[config.mk]
export PLATFORM = sky130hd
export DESIGN_NAME = turtle_motion_flat
export DESIGN_NICKNAME = d
export VERILOG_FILES = /design/src/rtl/turtle_motion_if.sv /design/src/rtl/turtle_motion.sv /design/src/flat_wrapper.sv
export SDC_FILE = /design/constraint.sdc
export NUM_CORES = 1
export LEC_CHECK = 0
export ABC_CLOCK_PERIOD_IN_PS = 4110
export CORE_UTILIZATION = 34
export CTS_CLUSTER_DIAMETER = 60
export DETAILED_ROUTE_END_ITERATION = 12
export PLACE_DENSITY_LB_ADDON = 0.1
export SYNTH_ARGS = -nofsm -noshare
export SYNTH_HDL_FRONTEND = slang
export SYNTH_SLANG_ARGS = --single-unit
[constraint.sdc]
create_clock -name clk -period 4.11 [get_ports clk]
set_clock_uncertainty 0.2 [all_clocks]
set_input_delay 1.233 -clock clk [delete_from_list [all_inputs] [get_ports clk]]
set_output_delay 1.233 -clock clk [all_outputs]
set_load 0.01 [all_outputs]
[src/rtl/turtle_motion_if.sv]
// Signal bundle between the turtle motion controller and its environment
// (playfield/collision inputs in, sprite-state and hit-logic outputs out).
interface turtle_motion_if;
  logic        frame_tick;
  logic        initial_show;
  logic        wall_left;
  logic        wall_right;
  logic        stomp;
  logic [10:0] x;
  logic        oriental;
  logic        collapsion_impulse;
  logic        press_impulse;
  logic        clk_walk_anim;
  logic        lethal;

  modport master (
    output frame_tick, initial_show, wall_left, wall_right, stomp,
    input  x, oriental, collapsion_impulse, press_impulse, clk_walk_anim, lethal
  );

  modport slave (
    input  frame_tick, initial_show, wall_left, wall_right, stomp,
    output x, oriental, collapsion_impulse, press_impulse, clk_walk_anim, lethal
  );
endinterface

[src/rtl/turtle_motion.sv]
// Turtle movement/interaction controller: owns x position, walk direction and
// the IDLE/WALK/SHELL/SLIDE state, and emits toggle-style impulses for the sprite block.
module turtle_motion #(
  parameter int X_INIT     = 400,
  parameter int X_MIN      = 0,
  parameter int X_MAX      = 1247,
  parameter int WALK_DIV   = 4,
  parameter int SLIDE_STEP = 6,
  parameter int ANIM_DIV   = 8
) (
  input logic            clk,
  input logic            rstn,
  turtle_motion_if.slave bus
);

  localparam int SW = (WALK_DIV > 1) ? $clog2(WALK_DIV) : 1;
  localparam int AW = (ANIM_DIV > 1) ? $clog2(ANIM_DIV) : 1;

  typedef enum logic [1:0] {S_IDLE, S_WALK, S_SHELL, S_SLIDE} state_t;

  state_t          state_q, state_d;
  logic [10:0]     x_q, x_d;
  logic            orient_q, orient_d;
  logic            coll_q, coll_d;
  logic            press_q, press_d;
  logic            anim_q, anim_d;
  logic [SW-1:0]   step_cnt_q, step_cnt_d;
  logic [AW-1:0]   anim_cnt_q, anim_cnt_d;
  logic            blocked;
  logic [11:0]     mv;

  // Returns {flip, new_x}; 12-bit math so a left step below X_MIN is caught
  // before it wraps, and the wall check takes priority over the bound check.
  function automatic logic [11:0] move_x(input logic [10:0] x, input logic left,
                                         input logic [10:0] step, input logic wall);
    logic [11:0] xe, se, nx;
    xe = {1'b0, x};
    se = {1'b0, step};
    nx = '0;
    if (wall) begin
      move_x = {1'b1, x};
    end else if (left) begin
      nx = xe - se;
      if (xe < se + 12'(X_MIN)) move_x = {1'b1, 11'(X_MIN)};
      else                      move_x = {1'b0, nx[10:0]};
    end else begin
      nx = xe + se;
      if (nx > 12'(X_MAX)) move_x = {1'b1, 11'(X_MAX)};
      else                 move_x = {1'b0, nx[10:0]};
    end
  endfunction

  assign blocked = orient_q ? bus.wall_left : bus.wall_right;

  always_comb begin
    state_d    = state_q;
    x_d        = x_q;
    orient_d   = orient_q;
    coll_d     = coll_q;
    press_d    = press_q;
    anim_d     = anim_q;
    step_cnt_d = step_cnt_q;
    anim_cnt_d = anim_cnt_q;
    mv         = {1'b0, x_q};
    if (!bus.initial_show) begin
      state_d = S_IDLE;
    end else begin
      unique case (state_q)
        S_IDLE: begin
          state_d    = S_WALK;
          step_cnt_d = '0;
          anim_cnt_d = '0;
        end
        S_WALK: begin
          if (bus.stomp) begin
            state_d    = S_SHELL;
            press_d    = ~press_q;
            step_cnt_d = '0;
          end else if (bus.frame_tick) begin
            if (anim_cnt_q == AW'(ANIM_DIV - 1)) begin
              anim_cnt_d = '0;
              anim_d     = ~anim_q;
            end else begin
              anim_cnt_d = anim_cnt_q + 1'b1;
            end
            if (step_cnt_q == SW'(WALK_DIV - 1)) begin
              step_cnt_d = '0;
              mv         = move_x(x_q, orient_q, 11'd1, blocked);
              x_d        = mv[10:0];
              if (mv[11]) begin
                orient_d = ~orient_q;
                coll_d   = ~coll_q;
              end
            end else begin
              step_cnt_d = step_cnt_q + 1'b1;
            end
          end
        end
        S_SHELL: begin
          if (bus.stomp) begin
            state_d = S_SLIDE;
            press_d = ~press_q;
          end
        end
        S_SLIDE: begin
          if (bus.stomp) begin
            state_d = S_SHELL;
            press_d = ~press_q;
          end else if (bus.frame_tick) begin
            mv  = move_x(x_q, orient_q, 11'(SLIDE_STEP), blocked);
            x_d = mv[10:0];
            if (mv[11]) begin
              orient_d = ~orient_q;
              coll_d   = ~coll_q;
            end
          end
        end
        default: state_d = S_IDLE;
      endcase
    end
  end

  always_ff @(posedge clk) begin
    if (rstn) begin
      state_q    <= S_IDLE;
      x_q        <= 11'(X_INIT);
      orient_q   <= 1'b1;
      coll_q     <= 1'b0;
      press_q    <= 1'b0;
      anim_q     <= 1'b0;
      step_cnt_q <= '0;
      anim_cnt_q <= '0;
    end else begin
      state_q    <= state_d;
      x_q        <= x_d;
      orient_q   <= orient_d;
      coll_q     <= coll_d;
      press_q    <= press_d;
      anim_q     <= anim_d;
      step_cnt_q <= step_cnt_d;
      anim_cnt_q <= anim_cnt_d;
    end
  end

  assign bus.x                  = x_q;
  assign bus.oriental           = orient_q;
  assign bus.collapsion_impulse = coll_q;
  assign bus.press_impulse      = press_q;
  assign bus.clk_walk_anim      = anim_q;
  assign bus.lethal             = (state_q == S_WALK) || (state_q == S_SLIDE);

endmodule
[src/flat_wrapper.sv]
// flat-port wrapper written by rule: the top's interface ports become plain ports
module turtle_motion_flat 
#(
  parameter int X_INIT     = 400,
  parameter int X_MIN      = 0,
  parameter int X_MAX      = 1247,
  parameter int WALK_DIV   = 4,
  parameter int SLIDE_STEP = 6,
  parameter int ANIM_DIV   = 8
)
  (clk, rstn, bus_frame_tick, bus_initial_show, bus_wall_left, bus_wall_right, bus_stomp, bus_x, bus_oriental, bus_collapsion_impulse, bus_press_impulse, bus_clk_walk_anim, bus_lethal);
  turtle_motion_if bus_i ();
  input logic clk;
  input logic rstn;
  input wire logic [$bits(bus_i.frame_tick)-1:0] bus_frame_tick;
  input wire logic [$bits(bus_i.initial_show)-1:0] bus_initial_show;
  input wire logic [$bits(bus_i.wall_left)-1:0] bus_wall_left;
  input wire logic [$bits(bus_i.wall_right)-1:0] bus_wall_right;
  input wire logic [$bits(bus_i.stomp)-1:0] bus_stomp;
  output wire logic [$bits(bus_i.x)-1:0] bus_x;
  output wire logic [$bits(bus_i.oriental)-1:0] bus_oriental;
  output wire logic [$bits(bus_i.collapsion_impulse)-1:0] bus_collapsion_impulse;
  output wire logic [$bits(bus_i.press_impulse)-1:0] bus_press_impulse;
  output wire logic [$bits(bus_i.clk_walk_anim)-1:0] bus_clk_walk_anim;
  output wire logic [$bits(bus_i.lethal)-1:0] bus_lethal;
  assign bus_i.frame_tick = bus_frame_tick;
  assign bus_i.initial_show = bus_initial_show;
  assign bus_i.wall_left = bus_wall_left;
  assign bus_i.wall_right = bus_wall_right;
  assign bus_i.stomp = bus_stomp;
  assign bus_x = bus_i.x;
  assign bus_oriental = bus_i.oriental;
  assign bus_collapsion_impulse = bus_i.collapsion_impulse;
  assign bus_press_impulse = bus_i.press_impulse;
  assign bus_clk_walk_anim = bus_i.clk_walk_anim;
  assign bus_lethal = bus_i.lethal;
  turtle_motion #(.X_INIT(X_INIT), .X_MIN(X_MIN), .X_MAX(X_MAX), .WALK_DIV(WALK_DIV), .SLIDE_STEP(SLIDE_STEP), .ANIM_DIV(ANIM_DIV)) u_core (.clk(clk), .rstn(rstn), .bus(bus_i));
endmodule
### After elaboration in Yosys (flattened, before gate mapping)

Index checks and enable logic that the tools add are counted.

* add/subtract/negate cells: 6
* equal/unequal tests: 17
* $lt $le $gt $ge: 4
* bitwise operators: 6
* reductions and logical operators: 14
* multiplexer cells: 51

Operator list (number)
* two-way mux 12 bit: 17
* two-way mux 11 bit: 5
* greater-than comparator 12 x 11 -> 1 bit, second input constant: 2
* case mux 11 bit (2 select lines): 1
* AND reduction 9 bit: 2
* two-way mux 1 bit: 15
* adder 11 x 1 -> 12 bit, second input constant: 1
* adder 11 x 3 -> 12 bit, second input constant: 1
* less-than comparator 11 x 1 -> 1 bit, second input constant: 1
* less-than comparator 11 x 3 -> 1 bit, second input constant: 1
* subtractor 11 x 1 -> 11 bit, second input constant: 1
* subtractor 11 x 3 -> 11 bit, second input constant: 1
* two-way mux 2 bit: 5
* != test 2 bit, second input constant: 5
* two-way mux 3 bit: 3
* != test 3 bit, second input constant: 3
* != test 2 x 1 -> 1 bit, second input constant: 4
* equality test 2 bit, second input constant: 3
* inverter 1 bit: 6
* case mux 2 bit (3 select lines): 1
* case mux 3 bit (2 select lines): 1
* AND reduction 3 bit: 2
* AND reduction 5 bit: 1
* case mux 1 bit (2 select lines): 2
* other kinds (12): 14

* output and inout port bits: 16
* flip-flop bits (word level): 22
* logic and storage cells: 106

### Longest topological paths before layout

* depth after elaboration: 15
* depth in mapped cells: 11

### Worst setup path before layout

No wires, ideal clock.

* path kind: reg2reg
* start: register u_core.x_q[2] (netlist: u_core.bus.x[2])
* end: register u_core.coll_q (netlist: u_core.bus.collapsion_impulse)
* stages on the path, launching flop included: 10
* arrival time: 2.542 ns
* required time: 3.787 ns
* path slack: 1.245 ns
* period minus slack after synthesis: 2.865 ns
* path through: dfxtp_1 -> buf_4 -> inv_1 -> ha_1 -> buf_2 -> o41a_1 -> a2111oi_4 -> nor3_2 -> a211oi_2 -> mux2_1

* word-level cells in the longest chain between the ends: 12

Ends and longest elaborated chain
* start, declared: line turtle_motion.sv:22 `logic [10:0] x_q, x_d;`
* start signal, assigned: line turtle_motion.sv:126 `x_q <= 11'(X_INIT);`
* adder 11 x 1 -> 12 bit: line turtle_motion.sv:47 `nx = xe + se;`
* greater-than comparator 12 x 11 -> 1 bit: line turtle_motion.sv:48 `if (nx > 12'(X_MAX)) move_x = {1'b1, 11'(X_MAX)};`
* two-way mux 12 bit: line turtle_motion.sv:48
* two-way mux 12 bit: line turtle_motion.sv:42 `end else if (left) begin`
* two-way mux 12 bit: line turtle_motion.sv:40 `if (wall) begin`
* two-way mux 12 bit: line turtle_motion.sv:86 `if (step_cnt_q == SW'(WALK_DIV - 1)) begin`
* two-way mux 12 bit: line turtle_motion.sv:79 `end else if (bus.frame_tick) begin`
* two-way mux 12 bit: line turtle_motion.sv:75 `if (bus.stomp) begin`
* two-way mux 12 bit: line turtle_motion.sv:68 `unique case (state_q)`
* two-way mux 12 bit: line turtle_motion.sv:65 `if (!bus.initial_show) begin`
* != test 2 x 1 -> 1 bit (no line)
* AND reduction 9 bit (no line) *
* end signal, assigned: line turtle_motion.sv:137 `coll_q <= coll_d;`
* end, declared: line turtle_motion.sv:24 `logic coll_q, coll_d;`

Every way passes the cells marked *; elsewhere a longest branch is shown, timed or not. The select of a mux whose other input is x is not followed.
A chain may end at the register's enable or synchronous reset.

### Final worst setup path

Ends and elaborated chain as after synthesis.

==> results <==
- The flow ran to the end, and the final reports show no timing, DRC or antenna violations.
- In this run, synthesis produced a sequential element count of 22.
- The overall via count from detail_route is roughly 2.5k.
- The hold violation total from the final report came to 0.
- The pin slew with the least headroom to its limit is a little over 0.8 ns.
- Setup repair after global routing left no endpoint under its margin.
- The clock sink total is 22.
- The analysis attributes to cell leakage a power of roughly 0.00094 uW.
- The cell area after synthesis is between 2000 and 2500 sq um.
- The number of design rule violations left after detail routing is 0.
- The critical path starts at u_core.bus.x[2].
- The synthesized netlist devotes about 4% of its cell area to adder and majority cells.
- The share of layout cells above drive strength 1 is 10.7%.
- Summing the areas of all and, or, nand and nor instances in the mapped netlist gives between 30% and 40% of the synthesized area.
- The total wire length is about 7500 um.
- In the post-synthesis netlist, the biggest area contributors are dfxtp_1 (18%), nand2_1 (6.2%), xnor2_1 (5.3%), nor2_1 (4.4%), ha_1 (4.0%).
- The remaining max-slew budget at the tightest pin is about 45%.
- Of the total synthesized cell area, the portion taken by XOR and XNOR cells is roughly 6.7%.
- Summing the areas of all compound-gate instances in the mapped netlist gives between 20 and 30% of the synthesized area.
- dfxtp_1 takes more of the synthesized area than any other cell.
- The floorplan row count is 30.
- The global router's overall resource usage is 20.5%.
- In this run the worst path has a maximum fanout of 13.
- Clock tree synthesis inserted a total of 3 buffers.
- When the netlist entered floorplanning its net count stood at around 350.
- The count of flip-flops with a built-in enable after synthesis is 0.
- After detailed routing, the number of vias per cell comes to approximately 5.9.
- The maximum vdd ir drop is 0.118 mV.
- A synthesized cell averages about 7.4 sq um.
- For this configuration, the core starts out at a cell density of 35.8%.
- The synthesis-to-finish area growth is 13.6%.
- The global route total overflow is 0.
- The die span in y is 87.3 um.
- Clock-pin slew was measured on the worst setup and hold paths at ~0.090 ns.
- The buffers inserted during post-CTS setup optimization is 0.
- The die is 87.3 um wide.
- The largest family of logic cells by synthesized area is simple AND/OR/NAND/NOR gates.
- The worst register-to-register path begins at u_core.bus.x[2].
- The global-route wire length before repair is 12300 um.
- Ranked by instance count, the synthesized netlist is headed by nand2_1 (41), nor2_1 (29), dfxtp_1 (22).
- The detailed router finished its first iteration with around 210 violations.
- The most frequent cell after synthesis is nand2_1.
- Sequential elements use between 10% and 20% of the synthesized area.
- The number of buffer cells added on primary ports is 22.
- The total power per unit cell area is between 150 and 200 nW/um^2.
- The share of synthesized area in the top cell type comes to roughly 18%.
- For this run, the post-layout net count is approximately 350.
- The detailed-router iteration count before antenna repair is 5.
- The number of unique standard cell types used by synthesis is between 70 and 80.
- The synthesized instance count is between 300 and 400.
- The post-placement worst setup slack is about 0.60 ns.
- The data arrival time at the worst-slack endpoint is between 3 and 4 ns.
- The smallest setup slack after layout is 0.778 ns.
- The count of inserted antenna diode cells is 0.
- The clock tree from TritonCTS is yes.
- The number of antenna violations at the first check in global routing is 0.
- After filler insertion, the fill cell instance count of the layout stands at roughly 750.
- The source of the worst hold timing path is u_core.anim_cnt_q[2].
- Once detail routing completed, the nets flagged for antenna violations numbered 0.
- The standard cell core area is roughly 7000 sq um.
- Routability-driven placement finished with a final weighted congestion of between 0.8 and 0.9.
- The share of the clock period used by the worst path after layout is approximately 81%.
- After synthesis, the share of flip-flops with an asynchronous set or reset is 0%.
- The Yosys step of the flow raised 0 warnings.
- STA classifies the critical path startpoint as a flip-flop.
- The master cell of the clock root buffer is clkbuf_8.
- In this run, post-CTS hold repair placed 0 buffers.
- The detailed-route wire length per cell is approximately 17 um.
- The pin count of the biggest net entering global routing is 33.
- The worst path required time is 4.07 ns.
- Timing would allow up to around 300 MHz.
- For the worst-skew pair, the clock arrives at the later sink with an insertion delay of approximately 0.26 ns.
- The min-delay analysis places its worst path in the category flip-flop to flip-flop.
- The number of global-route vias before repair is between 2k and 2.5k.
- The count of final max-slew check failures is 0.
- The HPWL after detailed placement is 5560 um.
- Once the clock tree was built, the resizer swapped 0 gates to a different size.
- The number of top-level pins is 23.
- After routing, the total negative slack on setup checks comes to 0 ns.
- Setup violations remaining at the end of the flow were counted as 0.
- The critical path is of the flip-flop to flip-flop type.
- The floorplan die area is ~7600 sq um.
- The time the worst path needs with I/O delays and setup is between 3 and 4 ns.
- The category of the worst setup path capture point is a flip-flop.
- CTS built an H-tree with a depth of 1.
- In the synthesized netlist, mux cells make up around 5.6% of the area.
- The maximum clock path buffer count is 2.
- In the synthesized netlist the dominant register cell turns out to be dfxtp_1.
- The number of max-cap violations is 0.
==> area by class of cell <==
type | instances | area (sq um) | share of cell area (%)
inverters | 8 | 30.0 | 1.07
clock inverters | 1 | 30.0 | 1.07
flip-flops and latches | 22 | 440 | 15.7
clock buffers | 3 | 41.3 | 1.47
repair buffers | 31 | 288 | 10.2
well taps | 96 | 120 | 4.28
multi-input cells | 271 | 1860 | 66.2
==> cell families after synthesis <==
logic type / count (synthesis)
xor gates and xnor gates: 19
adders and majority gates: 8
buffers and inverters: 39
muxes: 13
DFF: 22
AOI/OAI and AO/OA: 93
and+or+nand+nor: 138
==> worst paths after layout <==
| check | end | slack (ns) | depth (start not counted) |
|---|---|---|---|
| min | u_core.anim_cnt_q[2] | 0.26 | 2 |
| min reg2reg | u_core.anim_cnt_q[2] | 0.26 | 2 |
| max reg2reg | u_core.bus.collapsion_impulse | 0.78 | 7 |
| max | u_core.bus.collapsion_impulse | 0.78 | 7 |
==> placed cells by master, fill, tap and decap left out, types with 4 or more instances in the layout <==
cell             count
nand3_1             10
xor2_1               4
nand2_1             41
xnor2_1             15
o21ai_0              7
nor3_1               7
nor2b_1              7
o211ai_1             8
a31oi_1              8
clkdlybuf4s50_1     22
nand4_1              5
and2_1               4
a21o_1               5
o22ai_1              4
nor2_1              29
mux2_2               5
inv_1                8
a21oi_1             19
buf_4                9
dfxtp_1             22
mux2i_1              7
ha_1                 8
==> report_power, final <==
group | internal [uW] | switching [uW] | leakage, uW
Sequential | 215 | 3.25 | 0.000178
Clock | 130 | 73.8 | 0.0000357
Combinational | 14.1 | 17.0 | 0.000723
==> sequential cells by signal (all words and copies together), names as in the netlist <==
name and cells:
u_core.anim_cnt_q 3, u_core.bus.clk_walk_anim 1, u_core.bus.collapsion_impulse 1, u_core.bus.oriental 1, u_core.bus.press_impulse 1, u_core.bus.x 11
u_core.state_q 2, u_core.step_cnt_q 2
==> critical path, cell delays in order, from the launching register on <==
cell	delay (ns)
dfxtp_1	0.71
inv_1	0.18
ha_1	0.35
o41a_1	0.49
a2111oi_4	0.50
nor3_2	0.12
a211oi_2	0.33
mux2_1	0.35
==> metrics by stage <==
step	instances	hold slack (ns)	power (uW)	util, %	instance area [sq um]
after floorplan	332	0.236	240	-	2470
after global placement	428	0.245	254	39.6	2740
after detailed placement	428	0.256	254	39.6	2740
after CTS	432	0.269	460	40.7	2810
after global routing	432	0.289	475	40.7	2810
final	432	0.260	453	40.7	2810
==> layer usage <==
layer	vias to the layer above	wire (um)	share of wire, %	GRT usage [%]
met2	90	3200	43	29.5
met4	0	99	1.3	6.11
met3	8	363	4.8	2.46
li1	1239	-	-	-
met1	1197	3840	51	31.4
met5	-	0	0	0
No activity file was read; power rests on OpenSTA's default activity.
